--- src/rtl/dm_access_arbiter.sv ---
// dm_access_arbiter: shares one single-port data memory between two requesters.
// Port 0 is the CPU load/store unit and port 1 is the DMA/debug loader.
// Arbitration is round-robin, and only one transaction is in flight at a time.
// Memory latency is fixed by a down-counter.
//
// Handshake (both ports): a requester raises reqN and holds it, with weN/addrN/wdataN,
// until ackN. The command is latched on the grant edge, and later changes are ignored.
// ackN is a one-cycle completion pulse. rdataN is valid with ackN and holds until
// the next read completes on the same port.
module dm_access_arbiter #(
    parameter int AW      = 32,
    parameter int DW      = 32,
    parameter int MEM_LAT = 1
) (
    input  logic          clk,
    input  logic          rst,
    input  logic          req0,
    input  logic          we0,
    input  logic [AW-1:0] addr0,
    input  logic [DW-1:0] wdata0,
    output logic          ack0,
    output logic [DW-1:0] rdata0,
    input  logic          req1,
    input  logic          we1,
    input  logic [AW-1:0] addr1,
    input  logic [DW-1:0] wdata1,
    output logic          ack1,
    output logic [DW-1:0] rdata1,
    output logic          mem_r,
    output logic          mem_wr,
    output logic [AW-1:0] mem_addr,
    output logic [DW-1:0] mem_wdata,
    input  logic [DW-1:0] mem_rdata,
    output logic          busy,
    output logic [1:0]    state_dbg
);

    typedef enum logic [1:0] {
        IDLE   = 2'd0,
        ACCESS = 2'd1,
        DONE   = 2'd2
    } state_t;

    localparam logic [3:0] LAT_M1 = 4'(MEM_LAT - 1);

    state_t        state;
    state_t        state_nx;
    logic          last_gnt;
    logic          gnt_q;
    logic          we_q;
    logic          first_q;
    logic [AW-1:0] addr_q;
    logic [DW-1:0] wdata_q;
    logic [3:0]    cnt;
    logic          gnt_nx;
    logic          grant;

    // Arbitration: on a tie, grant the port that did not win last time.
    always_comb begin
        gnt_nx = 1'b0;
        if (req0 && req1) begin
            gnt_nx = ~last_gnt;
        end else if (req1) begin
            gnt_nx = 1'b1;
        end
        grant = (state == IDLE) && (req0 || req1);
    end

    // Next-state logic. DONE always returns to IDLE, so nothing is granted in the ack cycle.
    always_comb begin
        state_nx = state;
        case (state)
            IDLE:    if (grant) state_nx = ACCESS;
            ACCESS:  if (cnt == 4'd0) state_nx = DONE;
            DONE:    state_nx = IDLE;
            default: state_nx = IDLE;
        endcase
    end

    // State register.
    always_ff @(posedge clk or posedge rst) begin
        if (rst) begin
            state <= IDLE;
        end else begin
            state <= state_nx;
        end
    end

    // Latch the granted command, update the round-robin pointer and run the latency counter.
    // last_gnt resets to 1 so that port 0 wins the first tie.
    always_ff @(posedge clk or posedge rst) begin
        if (rst) begin
            last_gnt <= 1'b1;
            gnt_q    <= 1'b0;
            we_q     <= 1'b0;
            first_q  <= 1'b0;
            addr_q   <= '0;
            wdata_q  <= '0;
            cnt      <= 4'd0;
        end else if (grant) begin
            gnt_q    <= gnt_nx;
            last_gnt <= gnt_nx;
            we_q     <= gnt_nx ? we1 : we0;
            addr_q   <= gnt_nx ? addr1 : addr0;
            wdata_q  <= gnt_nx ? wdata1 : wdata0;
            cnt      <= LAT_M1;
            first_q  <= 1'b1;
        end else if (state == ACCESS) begin
            first_q <= 1'b0;
            if (cnt != 4'd0) begin
                cnt <= cnt - 4'd1;
            end
        end
    end

    // Capture read data on the last ACCESS cycle. Writes never modify rdata.
    always_ff @(posedge clk or posedge rst) begin
        if (rst) begin
            rdata0 <= '0;
            rdata1 <= '0;
        end else if ((state == ACCESS) && (cnt == 4'd0) && !we_q) begin
            if (gnt_q) begin
                rdata1 <= mem_rdata;
            end else begin
                rdata0 <= mem_rdata;
            end
        end
    end

    // The strobes are decoded from registered state, so an async reset drops them at once.
    // mem_wr pulses only on the first ACCESS cycle, so the level-sensitive memory writes once.
    assign mem_r     = (state == ACCESS) && !we_q;
    assign mem_wr    = (state == ACCESS) && we_q && first_q;
    assign mem_addr  = addr_q;
    assign mem_wdata = wdata_q;
    assign ack0      = (state == DONE) && !gnt_q;
    assign ack1      = (state == DONE) && gnt_q;
    assign busy      = (state != IDLE);
    assign state_dbg = state;

endmodule
--- config.mk ---
export PLATFORM = sky130hd
export DESIGN_NAME = dm_access_arbiter
export DESIGN_NICKNAME = d
export VERILOG_FILES = /design/src/rtl/dm_access_arbiter.sv
export SDC_FILE = /design/constraint.sdc
export NUM_CORES = 1
export LEC_CHECK = 0
export CAP_MARGIN = 0
export CORE_MARGIN = 2
export CORE_UTILIZATION = 41
export CTS_BUF_LIST = sky130_fd_sc_hd__clkbuf_16
export CTS_CLUSTER_SIZE = 14
export DETAILED_ROUTE_END_ITERATION = 7
export PLACE_DENSITY = 0.84
export SLEW_MARGIN = 30
export SYNTH_ARGS = -nofsm -noshare
export SYNTH_HDL_FRONTEND = slang
export SYNTH_SLANG_ARGS = --single-unit
--- constraint.sdc ---
create_clock -name clk -period 5.9 [get_ports clk]
set_input_delay 1.18 -clock clk [delete_from_list [all_inputs] [get_ports clk]]
set_output_delay 1.18 -clock clk [all_outputs]
set_load 0.02 [all_outputs]
# Word level (Yosys, flattened, before mapping)
# Index checks and enable logic that the tools add are counted.
# W data, S select, Z words.
[classes] n_addsub=1 n_eq_ne=4 mux=13 bitwise=2 reduce_logical=22
[op_table] op="$mux W32" count=2
[op_table] op="$mux W4" count=3
[op_table] op="$logic_and A1 B1 Y1" count=9
[op_table] op="$reduce_and A2 Y1" count=4
[op_table] op="$reduce_bool A2 Y1" count=3
[op_table] op="$mux W1" count=5
[op_table] op="$logic_not A4 Y1" count=1
[op_table] op="$mux W2" count=2
[op_table] op="$ne A2 B2 Y1 const B" count=2
[op_table] op="$pmux W2 S2" count=1
[op_table] op="$reduce_bool A4 Y1" count=1
[op_table] op="$sub A4 B1 Y4 const B" count=1
[op_table] op="$eq A2 B1 Y1 const B" count=1
[op_table] op="$eq A2 B2 Y1 const B" count=1
[op_table] op="$logic_not A1 Y1" count=2
[op_table] op="$logic_not A2 Y1" count=1
[op_table] op="$not A1 Y1" count=2
[op_table] op="$logic_or A1 B1 Y1" count=1
[word_totals] word_cells=52 output_inout_bits=135 ff_bits=138 input_bits=166

# Depth between registers and ports, before layout
# Gate-level depths: netlist (run 1).
[depth] ltp_word=4 ltp_mapped=7

# Worst setup path before layout (run 1)
# No wires, ideal clock.
[synth_timing] kind="reg2out" startpoint="register state[1], in the netlist state_dbg[1]" endpoint="output port busy" slack_ps=3378 path_stages_with_launch=5 required_ps=4720 arrival_ps=1342 path_cell_list="dfrtp_1 nor2_1 inv_1 clkbuf_1 clkbuf_1"
[synth_via] elab_chain_cells=1
[synth_rtl] element="start: declaration" line="46" rtl="state_t state;"
[synth_rtl] element="start signal: assignment" line="85" rtl="state <= state_nx;"
[synth_rtl] element="$reduce_bool A2 Y1" line="138" rtl="assign busy = (state != IDLE);"
[synth_rtl] element="end: declaration" line="34" rtl="output logic busy,"
# Every way passes these cells.

# Final worst setup path (run 1)
# Same ends and word-level chain as after synthesis.

==> flow_metrics.tcl, run 1 <==
set metrics [dict create \
    status "completed" \
    start_util_pct 41.9 \
    dpl_cell_area_mm2 0.00918 \
    placed_cells 927 \
    ff2ff_setup_slack_ns 3.47 \
    p_per_area_mw_per_mm2 555 \
    reg2regPathDepth 4 \
    max_stage_delay_ns 0.77 \
    diodes 0 \
    synth.most_common_cell "dfrtp_1" \
    final-setup-viol-count 0 \
    hold_depth 2 \
    numCtsBuffers 17 \
    netlist_instances 474 \
    grt_max_degree 89 \
    cts_tree "built" \
    grt_pass1_vias 5308 \
    syn_area_mm2 0.00606 \
    drc 0 \
    hold_viol_final 0 \
    cts.sinks 138 \
    ys_async_sr_fraction_pct 100 \
    postLayoutCellArea_mm2 0.00978 \
    synthTopCellsByArea "dfrtp_1, o21ai_0, mux2i_1" \
    critPathKind "reg2out" \
    reg2reg_to "mem_wdata[26]" \
    fin_setup_tns_ns 0 \
    antenna_left 0 \
    coreArea_mm2 0.0145 \
    stdcell_count 959 \
    final_layout_size_suffix_gt1_share_pct 14.7 \
    die_w_um 126 \
    synth-edff-count 0 \
    cp_cell_sequence "nor2_1 -> clkinv_2 -> clkdlybuf4s50_1" \
    leakage_nw 4.31 \
    min_from "first_q" \
    place_hpwl_um 12600 \
    synth.largest_area_cell "dfrtp_1" \
    cts_root_buffer "clkbuf_16" \
    period_share_pct 69.0 \
    critPathArrivalTime_ns 2.89 \
    cts-resized-gates 0 \
    cts_max_path_buffers 2 \
    timing.max_cap.violations 0 \
    avgRoutedWirePerCell_um 18.3 \
    yosysSeqAreaShare_pct 57.0 \
    synth_top_flop_cell "dfrtp_1" \
    firstDrtPassIters 5 \
    synthDominantCellAreaShare_pct 56.6 \
    post-cts-setup-buffer-count 0 \
    drt_iter0_markers 182 \
    drv_slew 0 \
    port_buffers 300 \
    vdd_ir_drop_max_v 0.000236 \
    gp_congestion 0.777 \
    dp_slack_ns 2.28 \
    die_h_um 126 \
    dieArea_mm2 0.0158 \
    cp_slowest_cell "clkinv_2" \
    drt-total-wl_um 17500 \
    io_pins 301 \
    ys_ff_latch 138 \
    num_vias 4924 \
    whs_endpoint "first_q" \
    grt_antenna_before_repair 0 \
    syn_nets 642 \
    timing.final.ws_setup_ns 1.83 \
    viasPerCell 5.13 \
    finalPower_mw 5.43 \
    cts-hold-fix-buffers 0 \
    critPathRequiredTime_ns 4.72 \
    max_freq_mhz 246 \
    path_clk_slew_ns 0.06 \
    htreeDepth 4 \
    startpoint_type "flip-flop" \
    grt_pass1_wl_um 27700 \
    rows 44 \
    hold_class "reg2reg" \
    synth.distinct_cells 35 \
    r2r_start "state_dbg[1]" \
    grt_setup_unrepaired "no" \
    critPathBufInv 2 \
    layout_min_cycle_time_ns 4.07 \
    overflow 0 \
    worstMarginPinSlew_ns 0.841 \
    max_slew_margin_pct 43.9 \
    nNetsFinal 930 \
    insertion_delay_ns 0.41 \
    ys_warn_count 0 \
    syn2layout_area_growth_pct 61.4 \
    critPathCaptureType "output pin" \
    synth_area_per_cell_um2 12.8 \
    cp_top_family "buffers and inverters" \
    grt_usage_pct 22.1 \
    synthTopCellsByCount "dfrtp_1, o21ai_0, mux2i_1, mux2_2, mux2_4" \
    fin_skew_ns 0.00839 \
    crit_fanout 68 \
]
-- power breakdown --
group	total [mW]	internal (mW)	leakage, nW	switching (mW)
Sequential	1.69	1.42	1.66	0.267
Clock	1.07	0.665	0.295	0.408
Combinational	2.67	1.35	2.36	1.32
Total	5.43	3.43	4.31	2.00
-- how the worst max path moves through the flow --
stage	startpoint	to	slack (ns)	cells after the start
floorplan	rst	cnt[0]	1.03	1
global placement	req0	mem_addr[27]	2.42	5
detailed placement	req0	mem_wdata[20]	2.28	5
CTS	state_dbg[1]	busy	2.17	3
global route	state_dbg[1]	busy	1.65	3
finish	state_dbg[1]	busy	1.83	3
-- cell families (layout without fill, tap and decap cells) --
logic type | Yosys count | in the layout | synth area share, %
AOI/OAI and AO/OA | 141 | 141 | 12.0
adders and majority gates | 2 | 2 | 0.413
buffers and inverters | 41 | 342 | 3.57
DFF | 138 | 138 | 57.0
muxes | 129 | 129 | 24.5
and+or+nand+nor | 23 | 23 | 2.50
-- metal layers --
metal	vias up	part of all wire (%)	track usage (%)
met1	2398	38	24.9
li1	2285	-	-
met2	217	51	39.7
met3	24	8.5	7.06
met4	0	2.2	7.45
met5	-	0	0
-- final cells by class --
class,count,area [µm²]
inverter,5,25.0
timing repair buffer,305,3060
sequential,138,3450
fill,1053,4700
clock inverter,15,173
clock buffer,17,425
multi-input combinational,295,2410
tap,184,230
-- flip-flops by register name, summed over array words and instances (netlist names) --
| signal | cells |
|---|---|
| gnt_q | 1 |
| last_gnt | 1 |
| state_dbg | 2 |
| rdata1 | 32 |
| mem_addr | 32 |
| mem_wdata | 32 |
| first_q | 1 |
| we_q | 1 |
| rdata0 | 32 |
| cnt | 4 |
-- layout by cell type, fill, tap and decap left out, types with 3 or more instances in the layout --
master / instances
clkdlybuf4s50_1: 300
inv_1: 4
buf_4: 4
nand2_1: 4
clkinv_2: 5
nor2_1: 3
mux2_2: 34
o21ai_0: 132
mux2i_1: 65
bufinv_16: 3
dfrtp_1: 137
inv_6: 4
clkbuf_16: 17
mux2_4: 30
-- metrics by stage --
step,hold WS [ns],util [%]
5_1_grt,0.523,67.6
3_3_place_gp,0.454,63.2
3_5_place_dp,0.492,63.4
4_1_cts,0.509,67.6
2_1_floorplan,0.439,-
6_report,0.497,67.6
-- worst min-delay path, cell delays in order, from the launching register on --
cell	delay [ns]
dfrtp_1	0.34
nand2_1	0.05
nand2_1	0.06
(Power assumes the default switching activity.)
==> inputs of run 2 (changes only) <==
Clock period 5.9 ns to 3.87 ns, I/O delays scaled along.
==> flow_metrics.tcl, run 2 (same netlist as run 1, synthesis figures left out) <==
set metrics [dict create \
    status "completed" \
    fin_setup_tns_ns 0 \
    p_per_area_mw_per_mm2 858 \
    viasPerCell 5.20 \
    grt_pass1_vias 5387 \
    grt_antenna_before_repair 0 \
    period_share_pct 73.9 \
    drc 0 \
    power_frac_comb_pct 48.4 \
    p_switching_mw 3.07 \
    cts-resized-gates 0 \
    diodes 0 \
    port_buffers 300 \
    crit_fanout 7 \
    final_common_cell "clkdlybuf4s50_1" \
    critPathArrivalTime_ns 2.08 \
    drt_iter0_markers 201 \
    sequentialPowerShare_pct 30.1 \
    grt_max_degree 68 \
    gp_congestion 0.843 \
    final-setup-viol-count 0 \
    syn2layout_area_growth_pct 64.1 \
    timing.max_cap.violations 0 \
    critPathRequiredTime_ns 3.10 \
    die_h_um 126 \
    max_slew_margin_pct 48.9 \
    swShare_pct 36.0 \
    fin_skew_ns 0.00666 \
    dp_slack_ns 1.03 \
    final_cell_mix "clkdlybuf4s50_1, dfrtp_1, o21ai_0" \
    dieArea_mm2 0.0158 \
    post-cts-setup-buffer-count 0 \
    drt-total-wl_um 17900 \
    die_w_um 126 \
    overflow 0 \
    grt_usage_pct 23.2 \
    grt_setup_unrepaired "no" \
    antenna_left 0 \
    vdd_ir_drop_max_v 0.000363 \
    nNetsFinal 934 \
    io_pins 301 \
    nFillCells 1027 \
    avgRoutedWirePerCell_um 18.6 \
    timing.final.ws_setup_ns 1.01 \
    cts-hold-fix-buffers 0 \
    coreArea_mm2 0.0145 \
    leakage_nw 4.38 \
    final_layout_size_suffix_gt1_share_pct 15.0 \
    hold_class "reg2reg" \
    critPathKind "reg2out" \
    num_vias 5012 \
    internal_power_mw 5.46 \
    place_hpwl_um 13000 \
    cts_tree "built" \
    layout_min_cycle_time_ns 2.86 \
    htreeDepth 4 \
    cts_root_buffer "clkbuf_16" \
    grt_pass1_wl_um 28800 \
    drv_slew 0 \
    insertion_delay_ns 0.42 \
    startpoint_type "flip-flop" \
    clkPwrFrac_pct 21.5 \
    path_clk_slew_ns 0.05 \
    cts.sinks 138 \
    max_freq_mhz 350 \
    firstDrtPassIters 4 \
    cts_max_path_buffers 2 \
    rows 44 \
    start_util_pct 41.9 \
    numCtsBuffers 17 \
    worstMarginPinSlew_ns 0.764 \
    hold_viol_final 0 \
    critPathCaptureType "output pin" \
]
-- run 2: changes by cell type in the layout (fill, tap and decap cells not counted), sizes merged --
cell	delta
clkinv	-2
bufinv	+3
buf	+4
inv	-1
-- run 2: stage by stage --
stage / util [%] / area (µm²) / total power [mW] / cells / hold slack, ns
final: 68.7 / 9950 / 8.53 / 963 / 0.478
after global routing: 68.7 / 9950 / 8.96 / 963 / 0.509
after CTS: 68.5 / 9920 / 8.60 / 962 / 0.485
after detailed placement: 63.9 / 9250 / 6.71 / 930 / 0.474
after global placement: 63.7 / 9230 / 6.56 / 929 / 0.455
after floorplan: - / 6060 / 4.71 / 474 / 0.439
-- run 2: worst paths after layout --
path / from / to / slack [ns] / cells past startpoint
max: state_dbg[1] / busy / 1.01 / 3
min: first_q / first_q / 0.48 / 2
max reg2reg: cnt[0] / rdata0[8] / 1.43 / 5
min reg2reg: first_q / first_q / 0.48 / 2
max in group asynchronous: rst / rdata0[12] / 2.32 / 4
min in group asynchronous: rst / we_q / 0.75 / 2
-- run 2: critical path, stage by stage (launching register included) --
cell and delay (ns):
dfrtp_1 0.43, nor2_1 0.45, clkinv_1 0.18, clkdlybuf4s50_1 0.61
-- run 2: final cells by class --
| class | count | area, µm² | area share [%] |
|---|---|---|---|
| multi-input combinational | 295 | 2410 | 24.3 |
| tap | 184 | 230 | 2.31 |
| sequential | 138 | 3450 | 34.7 |
| clock inverter | 15 | 245 | 2.47 |
| inverter | 5 | 22.5 | 0.226 |
| clock buffer | 17 | 425 | 4.28 |
| timing repair buffer | 309 | 3150 | 31.7 |
-- run 2: power by group through the flow --
stage / combinational, mW / clock (mW) / sequential [mW]
after global placement: 4.04 / 0 / 2.52
after CTS: 4.16 / 1.86 / 2.58
after detailed placement: 4.13 / 0 / 2.58
after floorplan: 1.35 / 0 / 3.36
after global routing: 4.37 / 1.93 / 2.66
final: 4.13 / 1.83 / 2.57
-- run 2: routing by layer --
layer | GRT usage [%] | vias up | share of wire, %
met1 | 26.5 | 2438 | 38
met5 | 0 | - | 0
met2 | 40.9 | 241 | 52
li1 | - | 2295 | -
met4 | 9.35 | 0 | 2.5
met3 | 6.46 | 38 | 7.7
==> inputs of run 3 (changes only) <==
Settings changed: CORE_UTILIZATION 41 to 37, PLACE_DENSITY 0.84 to 0.8.
Clock period 3.87 ns to 2.4 ns, I/O delays scaled along.
==> flow_metrics.tcl, run 3 (same netlist as run 1, synthesis figures left out) <==
set metrics [dict create \
    io_pins 301 \
    p_per_area_mw_per_mm2 1330 \
    p_switching_mw 4.87 \
    die_w_um 132 \
    max_slew_margin_pct 51.4 \
    worstMarginPinSlew_ns 0.729 \
    final-setup-viol-count 0 \
    dieArea_mm2 0.0174 \
    antenna_left 0 \
    final_layout_size_suffix_gt1_share_pct 15.7 \
    syn2layout_area_growth_pct 63.0 \
    fin_setup_tns_ns 0 \
    diodes 0 \
    cts-hold-fix-buffers 0 \
    swShare_pct 37.0 \
    nNetsFinal 941 \
    internal_power_mw 8.29 \
    place_hpwl_um 13200 \
    sequentialPowerShare_pct 31.6 \
    startpoint_type "flip-flop" \
    grt_usage_pct 20.7 \
    numCtsBuffers 17 \
    cts_tree "built" \
    drt-total-wl_um 17700 \
    firstDrtPassIters 4 \
    r2r_start "cnt[0]" \
    cts.sinks 138 \
    hold_class "reg2reg" \
    leakage_nw 4.35 \
    max_freq_mhz 437 \
    fin_skew_ns 0.0113 \
    viasPerCell 5.02 \
    cts_root_buffer "clkbuf_16" \
    clkPwrFrac_pct 17.8 \
    max_stage_delay_ns 0.58 \
    grt_antenna_before_repair 0 \
    start_util_pct 38.0 \
    coreArea_mm2 0.0159 \
    cp_slowest_cell "or4_4" \
    layout_min_cycle_time_ns 2.29 \
    period_share_pct 95.4 \
    critPathRequiredTime_ns 2.69 \
    num_vias 5024 \
    critPathArrivalTime_ns 2.58 \
    critPathBufInv 2 \
    overflow 0 \
    grt_pass1_vias 5304 \
    crit_fanout 14 \
    min_from "first_q" \
    insertion_delay_ns 0.41 \
    final_common_cell "clkdlybuf4s50_1" \
    nFillCells 1234 \
    power_frac_comb_pct 50.6 \
    path_clk_slew_ns 0.06 \
    critPathCaptureType "flip-flop" \
    die_h_um 132 \
    drv_slew 0 \
    critPathKind "reg2reg" \
    avgRoutedWirePerCell_um 17.7 \
    cts_max_path_buffers 2 \
    cp_top_family "simple AND/OR/NAND/NOR gates" \
    vdd_ir_drop_max_v 0.000553 \
    hold_viol_final 0 \
    cp_cell_sequence "inv_1 -> ha_1 -> or3b_4 -> or4_4 -> buf_12 -> mux2_4" \
    crit_start "cnt[0]" \
    final_cell_mix "clkdlybuf4s50_1, dfrtp_1, o21ai_0" \
    drc 0 \
    timing.max_cap.violations 0 \
    grt_setup_unrepaired "no" \
    grt_max_degree 81 \
    gp_congestion 0.837 \
    status "completed" \
    htreeDepth 4 \
    port_buffers 300 \
    finalPower_mw 13.2 \
    drt_iter0_markers 161 \
    whs_ns 0.470 \
    grt_pass1_wl_um 28300 \
    rows 46 \
]
run 3: worst paths after layout:
kind                       cells past startpoint            end  slack [ns]
min in group asynchronous                      3      rdata1[9]        0.54
setup reg to reg                               6      rdata0[3]        0.11
setup / recovery                               6      rdata0[3]        0.11
max in group asynchronous                      3  mem_wdata[24]        1.22
hold / removal                                 2        first_q        0.47
hold reg to reg                                2        first_q        0.47
run 3: final cells by class:
type	count	area, µm²	area share [%]
Clock inverter	13	106	1.08
Timing Repair Buffer	316	3180	32.2
Inverter	5	22.5	0.228
Clock buffer	17	425	4.30
Multi-Input combinational cell	295	2420	24.5
Tap cell	216	270	2.73
Sequential cell	138	3450	35.0
run 3: power groups by stage:
stage | clock [mW] | combinational [mW] | sequential, mW
2_1_floorplan | 0 | 2.18 | 5.42
3_3_place_gp | 0 | 6.56 | 4.11
3_5_place_dp | 0 | 6.71 | 4.18
4_1_cts | 2.41 | 6.73 | 4.17
5_1_grt | 2.52 | 7.06 | 4.31
6_report | 2.34 | 6.66 | 4.16
run 3: per-stage QoR:
stage	utilization, %	setup slack, ns	instances	instance area [µm²]
after floorplan	-	0.200	474	6060
after global placement	58.6	0.177	970	9350
after detailed placement	58.6	0.122	970	9350
after CTS	62.0	0.0827	1000	9880
after global routing	62.0	0.0303	1000	9880
final	62.0	0.110	1000	9880
run 3: worst register-to-register path: cells and delay by family, from the launching register on:
| kind | cells | cell delay (ns) |
|---|---|---|
| and+or+nand+nor | 2 | 0.98 |
| adders and majority gates | 1 | 0.20 |
| buffers and inverters | 2 | 0.29 |
| DFF | 1 | 0.40 |
| muxes | 1 | 0.31 |
run 3: per-layer routing:
metal	vias up	part of all wire [%]	global-route usage, %
met5	-	0	0
met4	0	1.7	6.40
met3	21	7.0	6.19
met2	230	52	37.0
met1	2469	39	23.8
li1	2304	-	-
run 3: timing repair:
item	CTS	global route
resized for setup	3	0
setup buffers	0	0
endpoints found under the setup margin	3	0
